$ cat config.mk
export PLATFORM = sky130hd
export DESIGN_NAME = imem_loader
export DESIGN_NICKNAME = d
export VERILOG_FILES = /design/src/rtl/imem_loader.sv
export SDC_FILE = /design/constraint.sdc
export NUM_CORES = 1
export LEC_CHECK = 0
export ABC_AREA = 1
export CAP_MARGIN = 20
export CORE_AREA = 2 2 146 91
export DETAILED_ROUTE_END_ITERATION = 8
export DIE_AREA = 0 0 148 93
export HOLD_SLACK_MARGIN = 0.08
export PLACE_DENSITY_LB_ADDON = 0.25
export SLEW_MARGIN = 30
export SYNTH_ARGS = -nofsm -noshare
export SYNTH_HDL_FRONTEND = slang
export SYNTH_SLANG_ARGS = --single-unit
$ cat constraint.sdc
create_clock -name clk -period 1.8 [get_ports clk]
set_input_delay 0.36 -clock clk [delete_from_list [all_inputs] [get_ports clk]]
set_output_delay 0.36 -clock clk [all_outputs]
set_load 0.005 [all_outputs]
$ cat src/rtl/imem_loader.sv
// -----------------------------------------------------------------------------
// imem_loader
//
// Byte-serial program loader that fills the instruction memory before the core
// is allowed to run. The incoming stream is length-prefixed and checksummed:
//
//   LEN_HI, LEN_LO        : word count N (big-endian, 16 bits)
//   4N payload bytes      : big-endian 32-bit words, MSB first
//   CSUM                  : XOR of all 4N payload bytes (0x00 when N == 0)
//
// Each assembled word is written to consecutive word addresses starting at 0.
// The core is held in reset until the whole image has arrived and its checksum
// matches. A bad length or checksum parks the loader in a sticky error state.
//
// Parameters:
//   MAX_WORDS   largest accepted image in words (<= instruction memory depth)
//
// Ports:
//   clk         system clock, all state updates on the rising edge
//   reset_n     asynchronous active-low reset
//   in_valid    source presents a byte on in_data
//   in_data     stream byte
//   in_ready    loader accepts a byte this cycle
//   wr_en       instruction-memory write strobe, one cycle per word
//   wr_addr     word index (not a byte address), zero-extended word counter
//   wr_data     assembled word
//   core_reset  active-high hold for the core, released once load succeeds
//   done        image loaded and checksum matched (sticky)
//   error       length out of range or checksum mismatch (sticky)
// -----------------------------------------------------------------------------
module imem_loader #(
  parameter int MAX_WORDS = 64
) (
  input  logic        clk,
  input  logic        reset_n,
  input  logic        in_valid,
  input  logic [7:0]  in_data,
  output logic        in_ready,
  output logic        wr_en,
  output logic [31:0] wr_addr,
  output logic [31:0] wr_data,
  output logic        core_reset,
  output logic        done,
  output logic        error
);

  typedef enum logic [2:0] {
    S_LEN_HI,
    S_LEN_LO,
    S_DATA,
    S_CSUM,
    S_DONE,
    S_ERR
  } state_e;

  // One bit wider than the length field so the bound compare never truncates.
  localparam logic [16:0] MaxWords = 17'(MAX_WORDS);

  state_e      state_q, state_d;
  logic [15:0] len_q, len_d;
  logic [15:0] wordCnt_q, wordCnt_d;
  logic [1:0]  byteCnt_q, byteCnt_d;
  logic [23:0] asm_q, asm_d;
  logic [7:0]  xor_q, xor_d;
  logic        wrEn_q, wrEn_d;
  logic [31:0] wrData_q, wrData_d;

  logic        xfer;
  logic [15:0] newLen;

  // The loader only refuses bytes once it has reached a terminal state, so it
  // never stalls a source in the middle of an image.
  always_comb begin
    in_ready = (state_q == S_LEN_HI) || (state_q == S_LEN_LO) ||
               (state_q == S_DATA)   || (state_q == S_CSUM);
  end

  assign xfer   = in_valid && in_ready;
  assign newLen = {len_q[15:8], in_data};

  // Next-state and datapath update. The assembly register keeps only the three
  // leading bytes of a word; the fourth byte is merged directly into wr_data.
  // The word counter advances during the write cycle itself, so wr_addr still
  // shows the address of the word being written while wr_en is high.
  always_comb begin
    state_d   = state_q;
    len_d     = len_q;
    wordCnt_d = wordCnt_q;
    byteCnt_d = byteCnt_q;
    asm_d     = asm_q;
    xor_d     = xor_q;
    wrEn_d    = 1'b0;
    wrData_d  = wrData_q;

    if (wrEn_q) begin
      wordCnt_d = wordCnt_q + 16'd1;
    end

    case (state_q)
      S_LEN_HI: begin
        xor_d = 8'h00;
        if (xfer) begin
          len_d   = {in_data, 8'h00};
          state_d = S_LEN_LO;
        end
      end

      S_LEN_LO: begin
        if (xfer) begin
          len_d = newLen;
          if ({1'b0, newLen} > MaxWords) begin
            state_d = S_ERR;
          end else if (newLen == 16'd0) begin
            state_d = S_CSUM;
          end else begin
            state_d = S_DATA;
          end
        end
      end

      S_DATA: begin
        if (xfer) begin
          xor_d     = xor_q ^ in_data;
          byteCnt_d = byteCnt_q + 2'd1;
          if (byteCnt_q == 2'd3) begin
            wrData_d = {asm_q, in_data};
            wrEn_d   = 1'b1;
            // The previous word's counter increment has always landed by now,
            // because at least three bytes separate two fourth-byte transfers.
            if (wordCnt_q + 16'd1 == len_q) begin
              state_d = S_CSUM;
            end
          end else begin
            asm_d = {asm_q[15:0], in_data};
          end
        end
      end

      S_CSUM: begin
        if (xfer) begin
          state_d = (in_data == xor_q) ? S_DONE : S_ERR;
        end
      end

      default: begin
      end
    endcase
  end

  // State register. Reset abandons any partial image; words already written
  // to memory are simply left where they are.
  always_ff @(posedge clk or negedge reset_n) begin
    if (!reset_n) begin
      state_q   <= S_LEN_HI;
      len_q     <= 16'h0000;
      wordCnt_q <= 16'h0000;
      byteCnt_q <= 2'd0;
      asm_q     <= 24'h000000;
      xor_q     <= 8'h00;
      wrEn_q    <= 1'b0;
      wrData_q  <= 32'h0000_0000;
    end else begin
      state_q   <= state_d;
      len_q     <= len_d;
      wordCnt_q <= wordCnt_d;
      byteCnt_q <= byteCnt_d;
      asm_q     <= asm_d;
      xor_q     <= xor_d;
      wrEn_q    <= wrEn_d;
      wrData_q  <= wrData_d;
    end
  end

  // Terminal outputs decode the registered state, so done, error and the
  // release of core_reset all appear the cycle after the deciding byte.
  assign wr_en      = wrEn_q;
  assign wr_addr    = {16'h0000, wordCnt_q};
  assign wr_data    = wrData_q;
  assign done       = (state_q == S_DONE);
  assign error      = (state_q == S_ERR);
  assign core_reset = (state_q != S_DONE);

endmodule

==> metrics list, run 1 <==
- Run status: finished with violations
- The final reports fail on setup timing.
- Combinational group share of total power: 3.1%
* Part of the cycle the worst path needs: 104%
- Final net count: 720
* Final weighted congestion in routability-driven placement: 0.872
- Leftover overflow at the end of global routing: 0
- Fraction of synthesized cell area taken by the top area cell type: 52.4%
- The synthesized design spends more area on one cell type than any other, namely sky130_fd_sc_hd__dfrtp_1.
- Setup repair after global routing could not meet its margin everywhere.
- In this run the core area contains 32 standard-cell rows.
* Post-detailed-route wirelength per cell: 14.4 µm
- Share of synthesized registers carrying an async set or reset: 100%
* Number of antenna violations at the first check in global routing: 0
* Sequential cell area fraction in the yosys report: 52.4%
- Setup crit end kind: flip-flop
- For this run, the number of Yosys warnings is 0.
- From synthesis to final layout, the design area changed by 34.0%.
- Number of H-tree levels: 3
- The routed layout has 4300 vias.
- In the post-route analysis, the smallest setup slack over all paths is -78.6 ps.
* Pin count of the biggest net entering global routing: 103
- Top cell by count, worst path: sky130_fd_sc_hd__nand2_1
* Worst Max-Slew Pin Slew: 574 ps
* Max incr delay on CP: 410 ps
* Gr usage total: 18.9%
- Total of max-cap violations: 0
- The synthesized design contains 102 register bits.
* Largest driver fanout on the critical path: 4
- Max frequency: 532 MHz
- Counting the fill cells in the layout gives 1149.
- The hold violation count in the final report came to 0.
- Synthesis produced 591 cells.
* Arrival time at the worst endpoint: 2160 ps
* Final cell count without fillers: 882
- Top routing layer in use: met4
* CTS tree: done
* Worst path cell trace: ha_4 > nand2_4 > nor2_4 > nand3_1 > nand2_1 > nand2_1 > nand2_1 > nand2_1 > nor2_1 > nand2_1 > nor2_2 > nand2_2 > nand2_2 > nand2_1 > nand2_1
* Depth of the most critical reg-to-reg path: 15
- In the final layout, the share of cells above drive strength 1 is 17.8%.
- Internal cell power: 0.00332 W
* Reg-to-reg critical path endpoint: state_q[0]
- Minimum clock period after layout: 1880 ps
- Routed wire length on met3: 707 µm
* M1 WL: 6.50 mm
- Worst Clk Skew: 6.75 ps
- The first TritonRoute pass finished after 5 iterations.
- The startpoint identified for the worst register-to-register timing path is wordCnt_q[1].
* Die Wd: 148 µm
- Hold repair after CTS inserted 0 buffers.
* Switching part of the total power: 22.8%
- Worst Hold Class: in2async
- Clock tree synthesis inserted a total of 9 buffers.
- In this run the tightest slew margin relative to its limit is 61.7%.
* Y dimension of the die: 93 µm
- Synth top area cells: sky130_fd_sc_hd__dfrtp_1, sky130_fd_sc_hd__nand2_1, sky130_fd_sc_hd__o21ai_0
* Clk root buf: sky130_fd_sc_hd__clkbuf_16
* Remaining antenna violation count: 0
* Initial standard-cell utilization of the core: 39.0%
- R2R setup slack: -80 ps
* Ports placed on the boundary: 80
- Final wirelength: 12.7 mm
- For this design the total switching power over the nets is 0.000980 W.
* DRC violation count after routing: 0
- Detailed router's first-iteration violation count: 375
- In this run, synthesis inferred 0 flip-flops with an integrated enable.
- Detailed routing placed a total of 5.35 mm of wire on met2.
- Clock latency on the worst-skew pair, taken at its later pin, is 340 ps.
- Top cell types by occurrence after synthesis: sky130_fd_sc_hd__nand2_1, sky130_fd_sc_hd__dfrtp_1, sky130_fd_sc_hd__inv_1, sky130_fd_sc_hd__o21ai_0, sky130_fd_sc_hd__nand3_1
- Setup Viol. Count Final: 3
- Vias in the first global route: 3862
- The total area inside the core boundary comes to 0.0125 mm².
- In this run, the clock network consumes 43.6% of the power.
- Maximum buffer depth of the clock tree: 2
- The first global-routing pass estimated 20.2 mm of wire.
- Portion of total power attributed to sequential cells: 53.3%
* Area enclosed by the die boundary: 0.0138 mm²
- Once placement completed, the tool counted placed cells totaling 858.
* ANT cells: 0
- Req. time, crit path: 2080 ps
- Across the VDD grid, the largest voltage drop is 0.461 mV.
- Leakage power total: 3.09 nW
- The largest individual stage delay along the critical path comes from the cell sky130_fd_sc_hd__dfrtp_1.
- Mean cell area of the mapped netlist: 8.25 µm²
* Top-count cell post-synth: sky130_fd_sc_hd__nand2_1
- Summed over all nets, the half-perimeter wirelength after detailed placement is 9.23 mm.
- After routing, the total negative slack on setup checks comes to -222 ps.
- Buffers added on ports: 63
- Reg clk slew, reported paths: 70 ps
- By startpoint and endpoint, the worst setup path is classified as reg2reg.
- In the routed layout, each cell is associated on average with a via count of 4.88.
- The netlist uses 30 different library cells.
- The synthesized netlist occupies a cell area of 0.00487 mm².
- The count of final max-slew check failures was 0.
- Total clock sinks: 102
- Most used flip-flop cell after synthesis: sky130_fd_sc_hd__dfrtp_1
- Crit path launch type: flip-flop
- Power spread over the standard cell area amounts to 658 mW/mm².
## kinds of logic (layout without fill, tap and decap cells)
family,count (synthesis),count (layout),share of synthesized area (%)
AOI/OAI and AO/OA,97,97,10.5
xor gates and xnor gates,13,13,2.34
adders and majority gates,2,2,0.513
buffers and inverters,101,207,9.88
DFF,102,102,52.4
other,1,16,0.0769
and+or+nand+nor,275,275,24.4
## metrics by stage
stage	cell area [µm²]	hold WS, ps	total power (W)	utilization (%)	setup WS, ps
finish	6530	47.9	0.00430	52.3	-78.6
CTS	6390	102	0.00435	51.2	-64.9
detailed placement	6010	459	0.00247	48.1	-151
global route	6530	98.2	0.00446	52.3	-224
global placement	6010	457	0.00247	48.1	-96.7
floorplan	4930	64.4	0.00239	-	103
## state kept, by name (all words and copies together) (netlist names)
register   flops
asm_q         24
byteCnt_q      2
wr_data       32
xor_q          8
wr_en          1
state_q        3
len_q         16
wordCnt_q     16
## power by group through the flow
stage	logic, W	clock network, W	registers, W
2_1_floorplan	0.0000505	0	0.00234
6_report	0.000135	0.00187	0.00229
4_1_cts	0.000138	0.00192	0.00229
5_1_grt	0.000153	0.00202	0.00229
3_5_place_dp	0.000138	0	0.00233
3_3_place_gp	0.000136	0	0.00233
## what timing repair did
item | CTS | global route
pin swaps | 6 | 13
setup buffers | 5 | 3
gates resized for setup | 20 | 33
setup endpoints to repair | 6 | 11
## metal layers
metal / up-vias / track usage, %
met3: 13 / 3.85
met5: - / 0
met1: 2056 / 30.1
met4: 0 / 4.44
li1: 2104 / -
met2: 127 / 25.8
## how the worst max path moves through the flow
stage / from / to / cells after the start
detailed placement: in_data[5] / state_q[0] / 9
floorplan: wordCnt_q[0] / state_q[1] / 14
finish: wordCnt_q[1] / state_q[0] / 15
global placement: in_valid / state_q[0] / 13
CTS: wordCnt_q[1] / state_q[0] / 13
global route: wordCnt_q[3] / state_q[0] / 14
## layout by cell type (no fill, tap or decap), drive strengths merged, types with 4 or more instances in the layout
| master | instances |
|---|---|
| a21oi | 10 |
| clkinv | 4 |
| o22ai | 7 |
| buf | 61 |
| inv | 70 |
| nand2 | 187 |
| o21ai | 75 |
| conb | 16 |
| xor2 | 11 |
| clkbuf | 10 |
| nand4 | 9 |
| nor2 | 31 |
| nand3 | 34 |
| dfrtp | 102 |
| nor3 | 8 |
| clkdlybuf4s50 | 56 |
## worst max-delay path, delay by kind of cell (launching register included)
family / cells / cell delay [ps]
simple gates: 14 / 1240
fa+ha+maj: 1 / 180
flops: 1 / 410
## final cells by class
| type | instances | area (µm²) | area share, % |
|---|---|---|---|
| clock inverter | 6 | 45.0 | 0.689 |
| sequential | 102 | 2560 | 39.1 |
| timing repair buffer | 123 | 1180 | 18.0 |
| tap | 170 | 213 | 3.26 |
| inverter | 68 | 258 | 3.94 |
| multi-input combinational | 403 | 2050 | 31.3 |
| clock buffer | 10 | 239 | 3.66 |
Power figures use the tool's default switching activity.
==> run 2, diff against run 1 <==
- CTS_CLUSTER_SIZE: not set -> 12
- PLACE_DENSITY_LB_ADDON: 0.25 -> not set
==> run 2 against run 1 <==
Effect of this change: the flow still finishes with violations (setup timing); die area did not move; largest cell class unchanged; combinational power rose by 6%; largest power group unchanged; total power rose by 2.6%.
==> metrics list, run 2 (synthesized netlist as in run 1, its figures left out) <==
* Run status: finished with violations
- The checks that failed: setup timing.
- Leading cell type in the layout, fill and taps excluded: sky130_fd_sc_hd__nand2_1
* Gr usage total: 19.2%
* Total power consumption of the routed design: 0.00441 W
* Proportion of layout cells with a drive suffix above 1: 18.4%
- Pin count of the biggest net entering global routing: 56
- In the routed layout, each cell is associated on average with a via count of 4.79.
- After detailed routing, the average wire length per cell comes to 14.1 µm.
* Maximum buffer depth of the clock tree: 2
- CTS buffer count: 9
- Setup crit end kind: flip-flop
- Req. time, crit path: 2090 ps
- After routing the design area is 0.00660 mm².
- From synthesis to final layout, the design area changed by 35.4%.
* Row count: 32
* Worst ir drop on vdd: 0.544 mV
- Vias: 4246
* Area of the core: 0.0125 mm²
* M1 WL: 6.36 mm
* Setup Viol. Count Final: 4
* Worst Max-Slew Pin Slew: 508 ps
* RSZ-0062 raised after global routing: yes
* Worst Hold Class: in2async
* Leakage power total: 3.11 nW
* CTS tree: done
* Crit path launch type: flip-flop
* Remaining antenna violation count: 0
- Initial standard-cell utilization of the core: 39.0%
* Number of antenna violations at the first check in global routing: 0
- The hold violation count in the final report was 0.
* Drt pass-1 iters: 5
* Buffers added on ports: 63
- Met2 wire length: 5.17 mm
- Vias in the first global route: 3968
- Final weighted congestion in routability-driven placement: 0.862
- The clock arrives with 8.26 ps of skew.
- The final layout contains routed wiring with a total length of 12.5 mm.
- In the layout the commonest cells are sky130_fd_sc_hd__nand2_1, sky130_fd_sc_hd__dfrtp_1, sky130_fd_sc_hd__inv_1, sky130_fd_sc_hd__o21ai_0, sky130_fd_sc_hd__clkdlybuf4s50_1.
- The routed design could run at a clock period as short as 1950 ps.
- Clock latency on the worst-skew pair, taken at its later pin, is 350 ps.
* Leftover overflow at the end of global routing: 0
* Detailed router's first-iteration violation count: 320
* Clk root buf: sky130_fd_sc_hd__clkbuf_16
* Area enclosed by the die boundary: 0.0138 mm²
* Arrival time at the worst endpoint: 2240 ps
* Type of the worst setup path: reg2reg
- Reg clk slew, reported paths: 70 ps
- ANT cells: 0
- In this run the tightest slew margin relative to its limit is 66.0%.
- Fill cells in the final layout number 1175.
- Die Wd: 148 µm
- Total of max-cap violations: 0
- Along the worst path, the maximum fanout reaches 4.
* Minimum hold slack: 451 ps
- The first global-routing pass estimated 20.5 mm of wire.
* Max frequency: 513 MHz
- Y dimension of the die: 93 µm
* Area post-placement: 0.00606 mm²
* Crit path setup slack, layout: -150 ps
* DRC violation count after routing: 0
- Detailed placement ended at an HPWL of 9.27 mm.
- Dividing total power by cell area gives a power density of 668 mW/mm².
* Ports placed on the boundary: 80
- In the final design database the tool counted 725 nets.
* Final count of pins violating max slew: 0
* Routed wire length on met3: 873 µm
- Max FFs per register: 32
- Part of the cycle the worst path needs: 108%
* Number of H-tree levels: 3
- Top routing layer in use: met4
- The clock net in this run drives a total of 102 sinks.
-- run 2: through the flow --
step / std cells / setup TNS, ps / utilization, % / setup WS (ps)
after CTS: 884 / -516 / 51.5 / -137
final: 887 / -553 / 52.8 / -150
after global routing: 887 / -1100 / 52.8 / -292
after detailed placement: 863 / -7100 / 48.5 / -192
after floorplan: 606 / 0 / - / 103
after global placement: 863 / -3300 / 48.5 / -130
-- run 2: worst max-delay path: stages, from the launching register on --
cell and delay, ps:
sky130_fd_sc_hd__dfrtp_1 410, sky130_fd_sc_hd__ha_4 180, sky130_fd_sc_hd__nand2_4 60, sky130_fd_sc_hd__nor2_4 180
sky130_fd_sc_hd__buf_6 130, sky130_fd_sc_hd__nand3_2 80, sky130_fd_sc_hd__nand2_2 90, sky130_fd_sc_hd__nand2_2 60
sky130_fd_sc_hd__nand2_2 60, sky130_fd_sc_hd__nand2_1 50, sky130_fd_sc_hd__nor2_1 100, sky130_fd_sc_hd__nand2_1 90
sky130_fd_sc_hd__nor2_4 130, sky130_fd_sc_hd__nand2_2 90, sky130_fd_sc_hd__nand2_4 80, sky130_fd_sc_hd__nand2_2 50
sky130_fd_sc_hd__nand2_2 50
-- run 2: metal layers --
metal	vias up	track usage [%]
met2	123	27.1
met4	0	4.68
li1	2109	-
met3	12	5.85
met1	2002	28.7
met5	-	0
-- run 2: layout make-up --
| class | instances | area [µm²] | share of cell area (%) |
|---|---|---|---|
| multi-input combinational | 403 | 2050 | 31.0 |
| clock inverter | 6 | 68.8 | 1.04 |
| sequential | 102 | 2560 | 38.7 |
| clock buffer | 10 | 229 | 3.47 |
| timing repair buffer | 128 | 1230 | 18.6 |
| tap | 170 | 213 | 3.22 |
| inverter | 68 | 258 | 3.90 |
-- run 2: repair_timing --
| action | CTS | global route |
|---|---|---|
| hold endpoints to repair | 20 | 0 |
| hold buffers | 1 | 0 |
| setup buffers | 4 | 4 |
| pin swaps | 10 | 23 |
| setup endpoints to repair | 6 | 13 |
| cloned | 0 | 0 |
| resized for setup | 11 | 41 |
-- run 2: report_power, final --
group	leakage, nW	switching [W]	internal [W]
registers	1.31	0	0.00229
clock network	0.143	0.000888	0.00109
logic	1.65	0.0000943	0.0000483
total	3.11	0.000983	0.00343
-- run 2: path summary, 6_finish.rpt --
kind,start,end,slack [ps],depth (start not counted)
worst max-delay path,wordCnt_q[0],state_q[0],-150,16
worst min-delay path,reset_n,xor_q[3],450,2
worst max register to register,wordCnt_q[0],state_q[0],-150,16
worst min register to register,wr_data[26],wr_data[26],470,2
max in group asynchronous,reset_n,wordCnt_q[2],740,3
min in group clk,wr_data[26],wr_data[26],470,2
